$ cat src/rtl/mem_arbiter.sv
// Two-requester (IFU/LSU) arbiter for the single data-memory port.
// One transaction in flight at a time; round-robin on contention; timeout error response.
module mem_arbiter #(
  parameter int AW      = 32,
  parameter int DW      = 32,
  parameter int MW      = 8,
  parameter int TIMEOUT = 255
) (
  input  logic          i_clk,
  input  logic          i_rst,
  input  logic          i_if_req,
  input  logic [AW-1:0] i_if_addr,
  output logic          o_if_gnt,
  output logic          o_if_rvalid,
  output logic [DW-1:0] o_if_rdata,
  output logic          o_if_err,
  input  logic          i_ls_req,
  input  logic          i_ls_wen,
  input  logic [AW-1:0] i_ls_addr,
  input  logic [DW-1:0] i_ls_wdata,
  input  logic [MW-1:0] i_ls_wmask,
  output logic          o_ls_gnt,
  output logic          o_ls_rvalid,
  output logic [DW-1:0] o_ls_rdata,
  output logic          o_ls_err,
  output logic          o_mem_req,
  output logic          o_mem_wen,
  output logic [AW-1:0] o_mem_addr,
  output logic [DW-1:0] o_mem_wdata,
  output logic [MW-1:0] o_mem_wmask,
  input  logic          i_mem_gnt,
  input  logic          i_mem_rvalid,
  input  logic [DW-1:0] i_mem_rdata
);

  typedef enum logic [1:0] {S_IDLE, S_REQ, S_WAIT, S_RESP} state_t;

  localparam logic [8:0] TO_LIM = 9'(TIMEOUT);

  state_t        state_q, state_d;
  logic [7:0]    cnt_q, cnt_d;
  logic          last_ls_q, last_ls_d;
  logic          owner_ls_q, owner_ls_d;
  logic          wen_q, wen_d;
  logic [AW-1:0] addr_q, addr_d;
  logic [DW-1:0] wdata_q, wdata_d;
  logic [MW-1:0] wmask_q, wmask_d;
  logic [DW-1:0] rdata_q, rdata_d;
  logic          err_q, err_d;

  logic          if_gnt, ls_gnt;
  logic [8:0]    cnt_inc;
  logic          timeout_hit;

  // Grants are suppressed while reset is held so every output reads 0.
  always_comb begin
    if_gnt = 1'b0;
    ls_gnt = 1'b0;
    if (state_q == S_IDLE && !i_rst) begin
      if (i_if_req && i_ls_req) begin
        if (last_ls_q) if_gnt = 1'b1;
        else           ls_gnt = 1'b1;
      end else if (i_if_req) begin
        if_gnt = 1'b1;
      end else if (i_ls_req) begin
        ls_gnt = 1'b1;
      end
    end
  end

  // The cycle that would bring the counter to TIMEOUT is the last one allowed in REQ+WAIT.
  assign cnt_inc     = {1'b0, cnt_q} + 9'd1;
  assign timeout_hit = (cnt_inc == TO_LIM);

  always_comb begin
    state_d    = state_q;
    cnt_d      = cnt_q;
    last_ls_d  = last_ls_q;
    owner_ls_d = owner_ls_q;
    wen_d      = wen_q;
    addr_d     = addr_q;
    wdata_d    = wdata_q;
    wmask_d    = wmask_q;
    rdata_d    = rdata_q;
    err_d      = err_q;
    case (state_q)
      S_IDLE: begin
        if (if_gnt) begin
          state_d    = S_REQ;
          cnt_d      = 8'd0;
          last_ls_d  = 1'b0;
          owner_ls_d = 1'b0;
          wen_d      = 1'b0;
          addr_d     = i_if_addr;
          wdata_d    = '0;
          wmask_d    = '0;
        end else if (ls_gnt) begin
          state_d    = S_REQ;
          cnt_d      = 8'd0;
          last_ls_d  = 1'b1;
          owner_ls_d = 1'b1;
          wen_d      = i_ls_wen;
          addr_d     = i_ls_addr;
          wdata_d    = i_ls_wdata;
          wmask_d    = i_ls_wmask;
        end
      end
      S_REQ: begin
        cnt_d = cnt_inc[7:0];
        if (timeout_hit) begin
          state_d = S_RESP;
          err_d   = 1'b1;
          rdata_d = '0;
        end else if (i_mem_gnt) begin
          state_d = S_WAIT;
        end
      end
      S_WAIT: begin
        cnt_d = cnt_inc[7:0];
        if (i_mem_rvalid) begin
          state_d = S_RESP;
          err_d   = 1'b0;
          rdata_d = wen_q ? '0 : i_mem_rdata;
        end else if (timeout_hit) begin
          state_d = S_RESP;
          err_d   = 1'b1;
          rdata_d = '0;
        end
      end
      S_RESP: begin
        state_d = S_IDLE;
      end
      default: begin
        state_d = S_IDLE;
      end
    endcase
  end

  always_ff @(posedge i_clk or posedge i_rst) begin
    if (i_rst) begin
      state_q    <= S_IDLE;
      cnt_q      <= 8'd0;
      last_ls_q  <= 1'b1;
      owner_ls_q <= 1'b0;
      wen_q      <= 1'b0;
      addr_q     <= '0;
      wdata_q    <= '0;
      wmask_q    <= '0;
      rdata_q    <= '0;
      err_q      <= 1'b0;
    end else begin
      state_q    <= state_d;
      cnt_q      <= cnt_d;
      last_ls_q  <= last_ls_d;
      owner_ls_q <= owner_ls_d;
      wen_q      <= wen_d;
      addr_q     <= addr_d;
      wdata_q    <= wdata_d;
      wmask_q    <= wmask_d;
      rdata_q    <= rdata_d;
      err_q      <= err_d;
    end
  end

  assign o_if_gnt    = if_gnt;
  assign o_ls_gnt    = ls_gnt;
  assign o_mem_req   = (state_q == S_REQ);
  assign o_mem_wen   = wen_q;
  assign o_mem_addr  = addr_q;
  assign o_mem_wdata = wdata_q;
  assign o_mem_wmask = wmask_q;

  assign o_if_rvalid = (state_q == S_RESP) && !owner_ls_q;
  assign o_ls_rvalid = (state_q == S_RESP) &&  owner_ls_q;
  assign o_if_rdata  = o_if_rvalid ? rdata_q : '0;
  assign o_ls_rdata  = o_ls_rvalid ? rdata_q : '0;
  assign o_if_err    = o_if_rvalid & err_q;
  assign o_ls_err    = o_ls_rvalid & err_q;

endmodule

$ cat config.mk
export PLATFORM = sky130hd
export DESIGN_NAME = mem_arbiter
export DESIGN_NICKNAME = d
export VERILOG_FILES = /design/src/rtl/mem_arbiter.sv
export SDC_FILE = /design/constraint.sdc
export NUM_CORES = 1
export LEC_CHECK = 0
export BUFFER_PORTS_ARGS = -buffer_cell sky130_fd_sc_hd__buf_2
export CORE_MARGIN = 2
export CORE_UTILIZATION = 50
export CTS_CLUSTER_SIZE = 40
export DETAILED_ROUTE_END_ITERATION = 8
export PLACE_DENSITY = 0.84
export RECOVER_POWER = 100
export SETUP_SLACK_MARGIN = 0.5
export SKIP_CTS_REPAIR_TIMING = 1
export SYNTH_ARGS = -nofsm -noshare
export SYNTH_HDL_FRONTEND = slang
export SYNTH_SLANG_ARGS = --single-unit
$ cat constraint.sdc
create_clock -name i_clk -period 9.05 [get_ports i_clk]
set_input_delay 1.81 -clock i_clk [delete_from_list [all_inputs] [get_ports i_clk]]
set_output_delay 1.81 -clock i_clk [all_outputs]
set_load 0.005 [all_outputs]
Word-level counts from Yosys, hierarchy flattened:

Index checks and enable logic that the tools add are counted.

* bits in read-only memories: 0
* input bits: 143
* memories: 0
* bits in writable memories: 0
* output and inout port bits: 144
* latch bits: 0
* register bits after elaboration: 118
* word-level logic and storage cells: 72

* reduce and logical (&&, ||, !) cells: 14
* bitwise gates (word level): 2
* div/mod/pow operators: 0
* shifts and indexed selects: 0
* multiply operators: 0
* mux-type cells: 38
* $lt $le $gt $ge: 0
* eq/ne operators: 7
* add/sub/neg operators: 1

Operators by type and width (count)
* 32-bit 2-to-1 mux: 9
* 32-bit one-hot mux with 2 select lines: 1
* 8-bit 2-to-1 mux: 4
* 8-bit one-hot mux with 2 select lines: 1
* 1-bit 2-to-1 mux: 15
* 2-bit 2-to-1 mux: 6
* 8-bit by 1-bit adder with 9-bit output (second input constant): 1
* 9-bit by 8-bit equality test with 1-bit output (second input constant): 1
* 2-bit one-hot mux with 4 select lines: 1
* 3-bit != test (second input constant): 2
* 2-bit nonzero test: 3
* 2-bit equality test (second input constant): 2
* 1-bit logical AND: 4
* 2-bit AND reduction: 2
* 3-bit by 1-bit != test with 1-bit output (second input constant): 1
* 3-bit AND reduction: 1
* 1-bit AND: 2
* 2-bit by 1-bit equality test with 1-bit output (second input constant): 1
* 1-bit logical NOT: 2
* 2-bit logical NOT: 1
* 1-bit one-hot mux with 2 select lines: 1
* 2-bit OR reduction: 1

Logic depth before layout (Yosys ltp):

Gate-level depths: netlist of run 1.

* word-level depth: 7
* depth in mapped cells: 9
* depth with buffers taken out: 6

Worst setup path after synthesis of run 1:

Ideal clock, no wire load.

* kind: input -> output
* start point: input i_rst
* end point: output o_ls_gnt
* path slack: 4726 ps
* data arrival time: 2514 ps
* buffers on the path: 2
* stages: 4
* path through: and2b_1 and3_1 buf_2 buf_2

* cells in the longest elaborated chain, start to end: 3

RTL lines
* start: declaration: line 10 `input logic i_rst,`
* 1-bit logical NOT (no line)
* 1-bit logical AND: line 59 `if (state_q == S_IDLE && !i_rst) begin`
* 1-bit 2-to-1 mux: line 59
* end: declaration: line 22 `output logic o_ls_gnt,`

Every way passes these cells.

Worst setup path in the final report of run 1:

Same ends and word-level chain as after synthesis.

==> results.toml, run 1 <==
[cts]
path_clk_slew_ns = 0.06
tritoncts_clock_tree = "built"
ctsHtreeMaxLevel = 4
clk_latency_ns = 0.40
tritoncts.num_buffers = 17
cts_root_buf = "clkbuf_16"
clock_sinks = 118
maximum_clock_path_buffer_count = 2

[timing]
min_period_over_period_pct = 65.46
worst_clock_skew_ns = 0.01178
max_slew_margin_pct = -103.4
max_freq_mhz = 168.8
setup_viol_count_final = 0
finalHoldViolCount = 0
worst_pin_slew_ns = 3.044
setup-tns-final_ns = 0
timing.final.crit_period_ns = 5.924
grt_setup_unrepaired = "false"
slew_viol_final = 239

[setup_path]
cp.arrival_ns = 4.11
timing.critical_path.from_type = "primary input"
rrSetupSlack_ns = 5.06
reg_to_reg_end = "o_mem_addr[10]$_DFFE_PP0P_"
crit_type = "in -> out"
critPathMaxFanout = 44
worstReg2RegStart = "state_q[0]$_DFFE_PP0P_"
crit_required_ns = 7.24
worst_setup_end_kind = "primary output"
crit_start = "i_rst"
timing.reg2reg.worst_path_depth = 5
timing.critical_path.to = "o_ls_gnt"

[status]
violations = "max-capacitance violations, max-slew violations"
outcome = "finished with violations"

[finish]
most_frequent_standard_cell_in_the_layout_excluding_fill_and_tap_cells = "buf_2"
layout.area.seq_um2 = 2954
most-common-layout-cells = "buf_2, dfrtp_1, nand2_1, o21ai_0, clkbuf_1"
number_of_inserted_filler_cells_in_the_final_layout = 971
area_growth_syn_to_layout_pct = 33.93
multi_input_comb_area_um2 = 2586
post_route_cells_drive_above_1_share_pct = 31.47
postLayoutCellArea_um2 = 7720
final_net_count = 995

[detailed_routing]
route.detailed.wl_per_inst_um = 15.61
postRouteAntennaNets = 0
routed-via-count = 5245
detail_route.first_pass.iterations = 4
routed_via_density = 5.235
drc = 0
postRouteWirelength_mm = 15.64
drt_iter0_drc = 226

[placed_design]
dpl_cell_area_um2 = 7228
numPortBuffers = 286
place.detailed.hpwl_mm = 11.01
gp_congestion = 0.8215

[global_route]
grt_first_pass_wirelength_mm = 25.32
grt_start_max_net_pins = 108
grt_overflow = 0
gr-usage-all-layers_pct = 25.54
initial_antenna_violation_count = 2
number_of_global_route_vias_before_repair = 5129

[synthesis]
sequential_share_of_the_synthesized_area_pct = 51.25
post_synthesis_share_of_cell_area_spent_on_xor_and_xnor_gates_pct = 0.4341
netlist_area_um2 = 5764
ys_warn_count = 0
synthesis.area_per_instance_um2 = 9.990
synth.area.mux_share_pct = 6.338
synth-edff-count = 0
combinational_family_with_the_most_area_after_synthesis = "simple AND/OR/NAND/NOR gates"
async_flop_share_pct = 100.0
postSynth.topFlopCell = "dfrtp_1"
yosys.area_share.simple_pct = 18.69
post-synth-top-area-fraction_pct = 50.79
synth_area_leader_cell = "dfrtp_1"
synth_cell_type_count = 42
synthAdderAreaFrac_pct = 1.519
synth.net_count = 727
synth-seq-cells = 118
synth_top_cells_by_area = "dfrtp_1, a22o_1, mux2i_1, nand2_1, o21ai_0"
synthesis.instances = 577
fraction_of_the_mapped_netlist_area_in_compound_gates_pct = 17.84

[power]
netSwitchingFraction_pct = 36.65
power.clock.fraction_pct = 25.2
p_comb_share_pct = 40.2
switching_power_uw = 960.5
internal_power_uw = 1660
peakVddDrop_uv = 168.3
leakage_uw = 0.004202
pwr-share-seq_pct = 34.7
power_density_nw_per_um2 = 339.5

[floorplanning]
num_io_pins = 287
core-area_um2 = 11320
core.rowCount = 39
initial_utilization_pct = 50.92
design.die.area_um2 = 12400
fp.dieW_um = 111.4
die_y_um = 111.4

[min_path]
hold_class = "reg -> reg"

[run]
cap_violations = 4
[power by group through the flow]
stage                     clock network (uW)  logic [uW]  registers, uW
after floorplan                            0         694            881
after global placement                     0        1060            901
after detailed placement                   0        1100            903
after CTS                                671        1100            902
after global routing                     699        1200            939
final                                    660        1050            909
[final cells by class]
| type | count | share of cell area, % |
|---|---|---|
| antenna | 1 | 0.03241 |
| clock buffer | 18 | 5.689 |
| clock inverter | 14 | 1.945 |
| inverter | 6 | 0.3079 |
| multi-input combinational | 410 | 33.50 |
| sequential | 118 | 38.27 |
| tap | 143 | 2.318 |
| timing repair buffer | 292 | 17.94 |
[metal layers]
metal | global-route usage (%) | part of all wire [%] | wire length (um)
met1 | 32.34 | 40 | 6240
met5 | 0 | 0.070 | 11
met3 | 7.295 | 8.7 | 1361
met2 | 42.24 | 50 | 7826
met4 | 9.218 | 1.3 | 204
[cell usage after synthesis (2+ instances only)]
cell type and count:
buf_2 10, nor2b_1 39, and2_1 34, nand2_1 75, mux2i_1 32, nand3_1 3
dfrtp_1 117, clkbuf_1 26, a21o_1 3, mux2_2 4, nor2_1 4, o21ai_0 50
inv_1 6, buf_4 6, a21oi_1 37, and3_1 35, o21ai_1 20, a22o_1 45
nand3_2 2, ha_1 7
[logic make-up (layout without fill, tap and decap cells)]
kind of cell	count (synthesis)	after routing
other	0	1
flip-flops	118	118
AND/OR/NAND/NOR	201	201
AO/OA/AOI/OAI	164	164
multiplexers	36	36
buffers and inverters	49	330
XOR/XNOR	2	2
adder cells (fa/ha/maj)	7	7
[worst min path at each step]
stage / from / to / slack [ns] / depth (start not counted)
after floorplan: err_q$_DFFE_PP0N_ / err_q$_DFFE_PP0N_ / 0.47 / 1
after global placement: o_mem_addr[4]$_DFFE_PP0P_ / o_mem_addr[4]$_DFFE_PP0P_ / 0.46 / 2
after detailed placement: o_mem_addr[2]$_DFFE_PP0P_ / o_mem_addr[2]$_DFFE_PP0P_ / 0.46 / 2
after CTS: o_mem_addr[7]$_DFFE_PP0P_ / o_mem_addr[7]$_DFFE_PP0P_ / 0.48 / 2
after global routing: o_mem_addr[8]$_DFFE_PP0P_ / o_mem_addr[8]$_DFFE_PP0P_ / 0.50 / 2
final: o_mem_addr[7]$_DFFE_PP0P_ / o_mem_addr[7]$_DFFE_PP0P_ / 0.48 / 2
[state kept, by name, summed over array words and instances (netlist names)]
register / count
owner_ls_q: 1
o_mem_addr: 32
rdata_q: 32
cnt_q: 8
o_mem_wdata: 32
state_q: 2
err_q: 1
o_mem_wen: 1
o_mem_wmask: 8
last_ls_q: 1
[critical path, stage by stage]
cell and delay (ns):
clkbuf_1 0.11, and2b_1 0.26, and3_1 0.17, clkbuf_1 1.42, buf_2 0.32
[metrics by stage]
step	hold slack (ns)	util [%]	std cells	total power [uW]	setup slack (ns)
CTS	0.4778	69.05	1001	2673	4.196
detailed placement	0.4644	63.85	969	2000	4.202
global placement	0.4586	63.85	969	1958	4.202
global route	0.5009	68.19	1002	2837	2.889
floorplan	0.4706	-	577	1575	4.113
finish	0.4773	68.19	1002	2621	3.126
No activity file was read; power rests on OpenSTA's default activity.
==> inputs of run 2 (changes only) <==
ABC_AREA = 1   (was not set)
CORE_UTILIZATION = 46   (was 50)
PLACE_DENSITY = 0.78   (was 0.84)
clock period = 5.48 ns   (was 9.05 ns; I/O delays follow)
==> results.toml, run 2 <==
[setup_path]
rrSetupSlack_ns = 1.39
crit_start = "state_q[0]$_DFFE_PP0P_"
critPathMaxFanout = 57
worst_setup_end_kind = "flop"
cp_num_buf_inv = 4
crit_chain = "inv_1 > ha_1 > inv_2 > nor2_1 > nand3_1 > nand2_4 > inv_1 > buf_4 > a21oi_1 > a21oi_1"
timing.critical_path.from_type = "flop"
cp.depth = 10
critPathMaxStageDelay_ns = 0.93
crit_type = "reg -> reg"
timing.reg2reg.worst_path_depth = 10
cp.arrival_ns = 4.38
crit_required_ns = 5.76
timing.critical_path.to = "o_mem_addr[31]$_DFFE_PP0P_"
reg_to_reg_end = "o_mem_addr[31]$_DFFE_PP0P_"
worstReg2RegStart = "state_q[0]$_DFFE_PP0P_"
critPathSlowestCell = "nand3_1"
cp_top_family = "simple AND/OR/NAND/NOR gates"

[status]
outcome = "finished with violations"
violations = "max-capacitance violations, max-slew violations"

[detailed_routing]
postRouteAntennaNets = 0
routed_via_density = 5.219
routed-via-count = 5783
postRouteWirelength_mm = 17.64
route.detailed.wl_per_inst_um = 15.92
detail_route.first_pass.iterations = 6
drc = 0
drt_iter0_drc = 446

[finish]
filler_free_cell_count_of_the_finished_design = 1108
final_net_count = 1077
post_route_cells_drive_above_1_share_pct = 23.62
antennaDiodeCount = 0
area_growth_syn_to_layout_pct = 31.01
most_frequent_standard_cell_in_the_layout_excluding_fill_and_tap_cells = "buf_2"
final_core_util_pct = 62.01
most-common-layout-cells = "buf_2, nor2_1, dfrtp_1, clkbuf_1, a21oi_1"

[timing]
slew_viol_final = 109
worst_pin_slew_ns = 3.242
max_slew_margin_pct = -117.3
timing.final.crit_period_ns = 4.093
max_freq_mhz = 244.3
setup_viol_count_final = 0
grt_setup_unrepaired = "false"
finalHoldViolCount = 0
setup-tns-final_ns = 0
worst_clock_skew_ns = 0.009009
min_period_over_period_pct = 74.69
hold_slack_ns = 0.4926

[synthesis]
synth_top_cells_by_area = "dfrtp_1, nor2_1, a21oi_1, a22o_1, nand2_1"
async_flop_share_pct = 100.0
synth_cell_type_count = 31
most_common_library_cells_after_synthesis = "nor2_1, dfrtp_1, a21oi_1"
sequential_share_of_the_synthesized_area_pct = 51.53
synthesis.area_per_instance_um2 = 8.647
synth-seq-cells = 118
synth_area_leader_cell = "dfrtp_1"
ys_warn_count = 0
synth.net_count = 813
synthesis.instances = 663
postSynth.topFlopCell = "dfrtp_1"
synthMostInstantiatedCell = "nor2_1"
post-synth-top-area-fraction_pct = 51.07
netlist_area_um2 = 5733
synth-edff-count = 0

[global_route]
global_route.peak_usage_layer = "met2"
initial_antenna_violation_count = 1
grt_overflow = 0
grt_start_max_net_pins = 74
number_of_global_route_vias_before_repair = 5250
grt_first_pass_wirelength_mm = 26.69
gr-usage-all-layers_pct = 25.86
use_met2_pct = 42.18
grt_met1_usage_pct = 33.78
grtUsageMet3_pct = 6.433

[floorplanning]
design.die.area_um2 = 13370
initial_utilization_pct = 47.33
num_io_pins = 287
fp.dieW_um = 115.6
die_y_um = 115.6
core.rowCount = 40
core-area_um2 = 12110

[placed_design]
gp_congestion = 0.8561
numPortBuffers = 286
number_of_placed_cells_counting_well_taps = 1076
place.detailed.hpwl_mm = 12.33

[cts]
path_clk_slew_ns = 0.06
clk_latency_ns = 0.41
tritoncts.num_buffers = 17
cts_root_buf = "clkbuf_16"
tritoncts_clock_tree = "built"
ctsHtreeMaxLevel = 4
clock_sinks = 118
maximum_clock_path_buffer_count = 2

[power]
leakage_uw = 0.003940
peakVddDrop_uv = 225.9
totalPowerFinal_uw = 4381
power_density_nw_per_um2 = 583.3

[min_path]
hold_class = "reg -> reg"
worst_hold_path.num_cells = 1

[run]
cap_violations = 2
## run 2: cell types whose count changed after synthesis, moves of 31 or more
cell     before  now
a21oi_1      37   76
nand3_1       3   38
nor2_1        4  138
and3_1       35    1
a31oi_1       1   32
nor2b_1      39    0
o21ai_0      50    3
mux2i_1      32    0
and2_1       34    0
inv_1         6   54
## run 2: power by group
group	switching [uW]	total [uW]	internal, uW
Clock	443	1040	595
Sequential	253	1510	1260
Combinational	1120	1830	713
## run 2: layer usage
| metal | up-vias | part of all wire [%] |
|---|---|---|
| li1 | 2754 | - |
| met4 | 0 | 2.7 |
| met1 | 2730 | 40 |
| met3 | 30 | 7.9 |
| met5 | - | 0 |
| met2 | 269 | 49 |
## run 2: cell families (layout without fill, tap and decap cells)
| logic type | count (synthesis) | after routing | synth area share [%] |
|---|---|---|---|
| fa+ha+maj | 7 | 7 | 1.528 |
| buf+inv | 106 | 383 | 8.272 |
| flops | 118 | 118 | 51.53 |
| xor+xnor | 2 | 2 | 0.3056 |
| simple gates | 245 | 245 | 17.29 |
| compound gates | 185 | 185 | 21.08 |
## run 2: layout make-up
| class | instances | area, um2 |
|---|---|---|
| Inverter | 59 | 222.7 |
| Tap cell | 168 | 210.2 |
| Timing Repair Buffer | 292 | 1325 |
| Clock buffer | 17 | 425.4 |
| Sequential cell | 118 | 2954 |
| Fill cell | 1218 | 4601 |
| Clock inverter | 15 | 127.6 |
| Multi-Input combinational cell | 439 | 2246 |
## run 2: worst min path at each step
stage | from | endpoint | slack (ns)
2_1_floorplan | last_ls_q$_DFFE_PP1P_ | last_ls_q$_DFFE_PP1P_ | 0.48
3_3_place_gp | o_mem_wmask[2]$_DFFE_PP0P_ | o_mem_wmask[2]$_DFFE_PP0P_ | 0.48
3_5_place_dp | o_mem_wdata[10]$_DFFE_PP0P_ | o_mem_wdata[10]$_DFFE_PP0P_ | 0.48
4_1_cts | o_mem_wmask[0]$_DFFE_PP0P_ | o_mem_wmask[0]$_DFFE_PP0P_ | 0.50
5_1_grt | o_mem_wmask[3]$_DFFE_PP0P_ | o_mem_wmask[3]$_DFFE_PP0P_ | 0.50
6_report | o_mem_wmask[3]$_DFFE_PP0P_ | o_mem_wmask[3]$_DFFE_PP0P_ | 0.49
## run 2: metrics by stage
stage          area [um2]  setup WS [ns]
2_1_floorplan        5733          1.257
3_3_place_gp         7169          1.849
3_5_place_dp         7169          1.783
4_1_cts              7722          2.066
5_1_grt              7511         0.9949
6_report             7511          1.387
==> inputs of run 3 (changes only) <==
clock period = 3.8 ns   (was 5.48 ns; I/O delays follow)
==> results.toml, run 3 (same netlist as run 2, synthesis figures left out) <==
[timing]
setup-tns-final_ns = 0
timing.final.crit_period_ns = 3.111
worst_pin_slew_ns = 2.120
finalHoldViolCount = 0
worst_clock_skew_ns = 0.009236
max_slew_margin_pct = -42.09
min_period_over_period_pct = 81.86
max_freq_mhz = 321.5
setup_viol_count_final = 0
grt_setup_unrepaired = "false"
slew_viol_final = 45

[finish]
most_frequent_standard_cell_in_the_layout_excluding_fill_and_tap_cells = "buf_2"
area_growth_syn_to_layout_pct = 32.80
final_core_util_pct = 62.86
postLayoutCellArea_um2 = 7614
filler_free_cell_count_of_the_finished_design = 1114
most-common-layout-cells = "buf_2, nor2_1, clkbuf_1, dfrtp_1, a21oi_1"
post_route_cells_drive_above_1_share_pct = 22.14
final_net_count = 1081

[detailed_routing]
detail_route.first_pass.iterations = 5
route.detailed.wl_per_inst_um = 15.89
postRouteWirelength_mm = 17.71
drt_iter0_drc = 479
routed_via_density = 5.154
drc = 0
routed-via-count = 5742
postRouteAntennaNets = 0

[placed_design]
gp_congestion = 0.8236
dpl_cell_area_um2 = 7238
place.detailed.hpwl_mm = 12.14
number_of_placed_cells_counting_well_taps = 1080
numPortBuffers = 286

[status]
outcome = "finished with violations"
violations = "max-capacitance violations, max-slew violations"

[setup_path]
critPathSlowestCell = "clkbuf_2"
crit_type = "reg -> out"
cp.arrival_ns = 2.35
crit_required_ns = 3.04
critPathMaxStageDelay_ns = 0.56
crit_chain = "inv_1 > ha_1 > clkinv_1 > nor2_1 > nand3_1 > clkbuf_2 > clkinv_1 > buf_2"
cp_top_family = "buffers and inverters"
critPathMaxFanout = 33
worst_path_most_repeated_cell = "clkinv_1"
cp_num_buf_inv = 5
worst_setup_end_kind = "primary output"
timing.critical_path.from_type = "flop"

[cts]
tritoncts_clock_tree = "built"
ctsHtreeMaxLevel = 4
cts_root_buf = "clkbuf_16"
path_clk_slew_ns = 0.05
maximum_clock_path_buffer_count = 2
clk_latency_ns = 0.41
clock_sinks = 118
tritoncts.num_buffers = 17

[floorplanning]
die_y_um = 115.6
core-area_um2 = 12110
num_io_pins = 287
fp.dieW_um = 115.6
initial_utilization_pct = 47.33
design.die.area_um2 = 13370
core.rowCount = 40

[power]
leakage_uw = 0.003985
totalPowerFinal_uw = 6552
peakVddDrop_uv = 396.1
power_density_nw_per_um2 = 860.6

[run]
cap_violations = 1

[global_route]
grt_start_max_net_pins = 72
grt_first_pass_wirelength_mm = 27.27
number_of_global_route_vias_before_repair = 5410
grt_overflow = 0
gr-usage-all-layers_pct = 26.24
initial_antenna_violation_count = 0

[min_path]
hold_class = "reg -> reg"
==> run 3: layer usage <==
metal / track usage (%) / part of all wire, % / vias up
li1: - / - / 2764
met1: 33.17 / 41 / 2679
met2: 42.73 / 49 / 269
met3: 8.054 / 8.1 / 30
met4: 9.841 / 2.1 / 0
met5: 0 / 0 / -
==> run 3: power by group <==
group	switching, uW	leakage (uW)	internal (uW)
clock network	550	0.000307	1140
logic	1650	0.00227	1030
registers	362	0.00141	1810
total	2560	0.00398	3990
==> run 3: stage by stage <==
stage          hold slack, ns  setup slack (ns)
6_report               0.4921            0.6892
5_1_grt                0.5104            0.4501
4_1_cts                0.4961            0.8240
3_5_place_dp           0.4759             1.126
3_3_place_gp           0.4781             1.173
2_1_floorplan          0.4830             1.599
==> run 3: area by class of cell <==
type	count	area (um2)
diodes	2	5.005
clock buffers	23	478.0
clock inverters	9	147.6
fillers	1185	4498
inverters	59	222.7
multi-input cells	439	2223
flip-flops and latches	118	2954
well taps	168	210.2
repair buffers	296	1373
==> run 3: path summary, 6_finish.rpt <==
path	startpoint	endpoint	slack (ns)	depth (start not counted)
max reg2reg	state_q[0]$_DFFE_PP0P_	o_mem_addr[18]$_DFFE_PP0P_	1.01	10
min in group asynchronous	i_rst	o_mem_addr[9]$_DFFE_PP0P_	0.92	2
min	o_mem_wdata[8]$_DFFE_PP0P_	o_mem_wdata[8]$_DFFE_PP0P_	0.49	1
max in group asynchronous	i_rst	o_mem_addr[27]$_DFFE_PP0P_	1.06	3
min reg2reg	o_mem_wdata[8]$_DFFE_PP0P_	o_mem_wdata[8]$_DFFE_PP0P_	0.49	1
max	state_q[0]$_DFFE_PP0P_	o_if_gnt	0.69	8
==> run 3: worst register-to-register path: stages, from the launching register on <==
cell      delay [ns]
dfrtp_1         0.43
inv_1           0.11
ha_1            0.25
clkinv_1        0.06
nor2_1          0.05
nand3_1         0.13
clkbuf_2        0.56
clkinv_1        0.18
clkbuf_2        0.47
a21oi_1         0.32
a21oi_1         0.09
